===== src/rtl/exe_mem_reg.sv =====
// exe_mem_reg: EXE->MEM pipeline register (clk/rst, EXE_* in, MEM_Stall/Flush ctl, MEM_* out, EXE_Stall, MEM_LoadHazard, BubbleCnt)
package exe_mem_pkg;
  typedef struct packed {
    logic RFWr;
    logic HIWr;
    logic LOWr;
    logic CP0Wr;
  } RegsWrType;
endpackage

module exe_mem_reg
  import exe_mem_pkg::*;
(
  input  logic        clk,
  input  logic        rst,
  input  logic        EXE_Valid,
  input  logic        EXE_Busy,
  input  logic [31:0] EXE_Result,
  input  logic [4:0]  EXE_Dst,
  input  RegsWrType   EXE_RegsWrType,
  input  logic        EXE_MemToReg,
  input  logic [31:0] EXE_PC,
  input  logic        MEM_Stall,
  input  logic        Flush,
  output logic        EXE_Stall,
  output logic        MEM_Valid,
  output logic [31:0] MEM_Result,
  output logic [4:0]  MEM_Dst,
  output RegsWrType   MEM_RegsWrType,
  output logic        MEM_MemToReg,
  output logic [31:0] MEM_PC,
  output logic        MEM_LoadHazard,
  output logic [15:0] BubbleCnt
);
  logic bubble;
  assign bubble = EXE_Busy | !EXE_Valid;
  assign EXE_Stall = (MEM_Stall | EXE_Busy) & !Flush;
  assign MEM_LoadHazard = MEM_Valid & MEM_MemToReg & MEM_RegsWrType.RFWr & (MEM_Dst != 5'd0);
  always_ff @(posedge clk) begin
    if (rst | Flush) begin
      MEM_Valid      <= 1'b0;
      MEM_Result     <= '0;
      MEM_Dst        <= '0;
      MEM_RegsWrType <= '0;
      MEM_MemToReg   <= 1'b0;
      MEM_PC         <= '0;
      BubbleCnt      <= rst ? 16'd0 : BubbleCnt;
    end else if (!MEM_Stall) begin
      MEM_Valid      <= !bubble;
      MEM_Result     <= bubble ? '0 : EXE_Result;
      MEM_Dst        <= bubble ? '0 : EXE_Dst;
      MEM_RegsWrType <= bubble ? '0 : EXE_RegsWrType;
      MEM_MemToReg   <= bubble ? 1'b0 : EXE_MemToReg;
      MEM_PC         <= bubble ? '0 : EXE_PC;
      BubbleCnt      <= BubbleCnt + {15'd0, bubble};
    end
  end
endmodule


===== config.mk =====
export PLATFORM = sky130hd
export DESIGN_NAME = exe_mem_reg
export DESIGN_NICKNAME = d
export VERILOG_FILES = /design/src/rtl/exe_mem_reg.sv
export SDC_FILE = /design/constraint.sdc
export NUM_CORES = 1
export LEC_CHECK = 0
export CAP_MARGIN = 20
export CORE_UTILIZATION = 25
export DETAILED_ROUTE_END_ITERATION = 10
export PLACE_DENSITY = 0.55
export SKIP_CTS_REPAIR_TIMING = 1
export SYNTH_ARGS = -nofsm -noshare
export SYNTH_HDL_FRONTEND = slang
export SYNTH_SLANG_ARGS = --single-unit
export TNS_END_PERCENT = 30

===== constraint.sdc =====
create_clock -name clk -period 2.3 [get_ports clk]
set_input_delay 0.46 -clock clk [delete_from_list [all_inputs] [get_ports clk]]
set_output_delay 0.46 -clock clk [all_outputs]
set_load 0.005 [all_outputs]

==> impl_results.md <==
- Synth unique cells: 29
- Fin. max-slew vios: 0
- Total number of vias: 3229
- Full die area: 14220 sq um
- Grt ovf: 0
- Comb pwr share: 0.101
- First-pass GRT wire length: 16010 um
- Setup TNS: 0 ns
- Endpoints failing setup: 0
- Worst-path clk slew: 0.07 ns
- Antenna-violating nets left: 0
- Hold Path Class: reg -> reg
- Mapped Cells: 343
- Status: finished clean
- Register area share after synthesis: 0.5768
- Clock sinks: 91
- Final worst path period share: 0.9308
- Worst EP required: 2.50 ns
- Sequential power share: 0.458
- Layout Cells excl Fill: 691
- P_sw: 0.8138 mW
- FF+latch count, synth: 91
- Port Buf Inserts: 172
- Asr flop ratio synth: 0
- Peak VDD IR: 0.3059 mV
- Area contributors post-synth: dfxtp_1, a22oi_1, edfxtp_1
- Start point of the critical path: EXE_Busy
- Worst hold slack: 0.5107 ns
- Reg-to-reg setup timing slack: 0.58 ns
- Placed Instance Area: 5361 sq um
- Worst-Skew Late Latency: 0.34 ns
- Crit Path Max Fanout: 6
- Post-Syn Area per Cell: 10.02 sq um
- Most instantiated cells after synthesis: nor2_1, dfxtp_1, a22oi_1
- Count leader, synth: nor2_1
- RSZ-0062 raised after global routing: no
- Via density: 4.673
- Worst slack at placement: -0.1675 ns
- CTS Buf Count: 9
- Die X-Extent: 119.2 um
- 1st-iter DRT viols: 106
- Crit path time final: 2.141 ns
- Die Height: 119.2 um
- Post-Syn Area: 3436 sq um
- Initial core utilization: 0.2574
- Post-synth EDFFs: 16
- Achievable frequency: 467.1 MHz
- CTS H-tree depth: 3
- R2r worst-path depth: 5
- Root Driver: clkbuf_16
- Total core area: 13350 sq um
- Final setup margin: 0.1591 ns
- Row cnt: 42
- WHS Path Cells: 2
- Post-DP HPWL: 6805 um
- Dpl cells: 674
- CTS tree: yes
- Pleak: 1.927 nW
- Switching portion of total power: 0.2194
- Startpoint Class: input port
- Post-Route WL: 9951 um
- Total GRT Usage: 0.1438
- Layout Nets: 592
- Max_cap viols: 0
- Critical path class: in -> reg
- Arrival @ worst endpoint: 2.34 ns
- Pwr Total: 3.709 mW
- Worst R2R End: BubbleCnt[12]
- PD cells: 650.2 nW/um^2
- Worst min-delay path startpoint: MEM_PC[30]
- Placer Congestion: 0.7026
- Syn_nets: 426
- Fin util: 0.4274
- Initial antenna violation count: 0
- Reg2Reg Launch Point: BubbleCnt[0]
- Post-DR wirelength/cell: 14.40 um
- Share of the synthesized area in the top cell type: 0.4370
- Pre-Repair DR Iteration Count: 6
- Slew headroom: 0.5113
- Pin count of the biggest net entering global routing: 76
- Primary FF master, synth: dfxtp_1
- Share of cells above drive strength 1: 0.06226
- Slew @ Worst Pin: 0.7330 ns
- DRC: 0
- Final Cell Area: 5704 sq um
- Hold worst-path end: MEM_PC[30]
- # IOs: 173
- Area delta synth->final: 66.02%
- Final Hold Fails: 0
- Yosys warns: 0
- Cell accounting for the most synthesized area: dfxtp_1
- Clk pwr share: 0.440
- Clock tree buffer depth: 2
- Clock Skews: 0.002722 ns
- Vias in the first global route: 3136
- Internal power: 2.895 mW
- CP endpoint kind: flip-flop
[worst max path at each step]
stage / end / slack, ns / cells past startpoint
floorplan: BubbleCnt[0] / 0.11 / 4
global placement: BubbleCnt[12] / -0.16 / 7
detailed placement: BubbleCnt[12] / -0.17 / 7
CTS: EXE_Stall / 0.17 / 4
global route: BubbleCnt[12] / 0.05 / 7
finish: BubbleCnt[12] / 0.16 / 7
[area by class of cell]
cell class	instances	area (sq um)
fill	1324	7644
sequential	91	1982
timing repair buffer	182	1817
multi-input combinational	220	1324
clock buffer	12	289.0
tap	176	220.2
clock inverter	4	51.30
inverter	5	18.77
antenna	1	2.502
[layout by cell type (no fill, tap or decap), types with 2 or more instances in the layout]
cell type	synthesis	routed
a21oi_1	9	9
a22oi_1	74	74
and2_1	2	2
buf_12	0	2
buf_4	0	8
clkbuf_16	0	11
clkdlybuf4s50_1	0	171
dfxtp_1	75	75
edfxtp_1	16	16
ha_1	3	3
inv_1	5	5
mux2i_1	4	4
nand2_1	7	7
nand3_1	6	6
nand4_4	2	2
nor2_1	82	82
nor4_1	4	4
o21ai_0	3	3
o31ai_1	4	4
or3_1	6	6
or4_1	4	4
xor2_1	2	2
[layer usage]
layer,track usage,part of all wire
met5,0,0
met4,0.07516,0.024
met3,0.04741,0.069
met2,0.2304,0.47
met1,0.1703,0.43
[state kept, by name, indices dropped and copies added (netlist names)]
signal,count
BubbleCnt,16
MEM_Dst,5
MEM_MemToReg,1
MEM_PC,32
MEM_RegsWrType,4
MEM_Result,32
MEM_Valid,1
[power groups by stage]
| stage | clock network [mW] | registers (mW) | logic [mW] |
|---|---|---|---|
| after floorplan | 0 | 1.73 | 0.125 |
| after global placement | 0 | 1.73 | 0.377 |
| after detailed placement | 0 | 1.74 | 0.380 |
| after CTS | 1.70 | 1.70 | 0.382 |
| after global routing | 1.76 | 1.71 | 0.411 |
| final | 1.63 | 1.70 | 0.375 |
[worst max-delay path, cell delays in order]
cell and delay (ns):
clkdlybuf4s50_1 0.54, nand2b_1 0.15, ha_1 0.17, ha_1 0.21
nand4_4 0.15, or4_1 0.49, a21oi_1 0.16
[cells by family after synthesis]
family,after synthesis,synth area share
compound gates,91,0.1901
mux,4,0.01165
fa+ha+maj,3,0.01093
xor+xnor,3,0.007649
buf+inv,32,0.03969
simple gates,119,0.1632
flops,91,0.5768
Power figures use the tool's default switching activity.
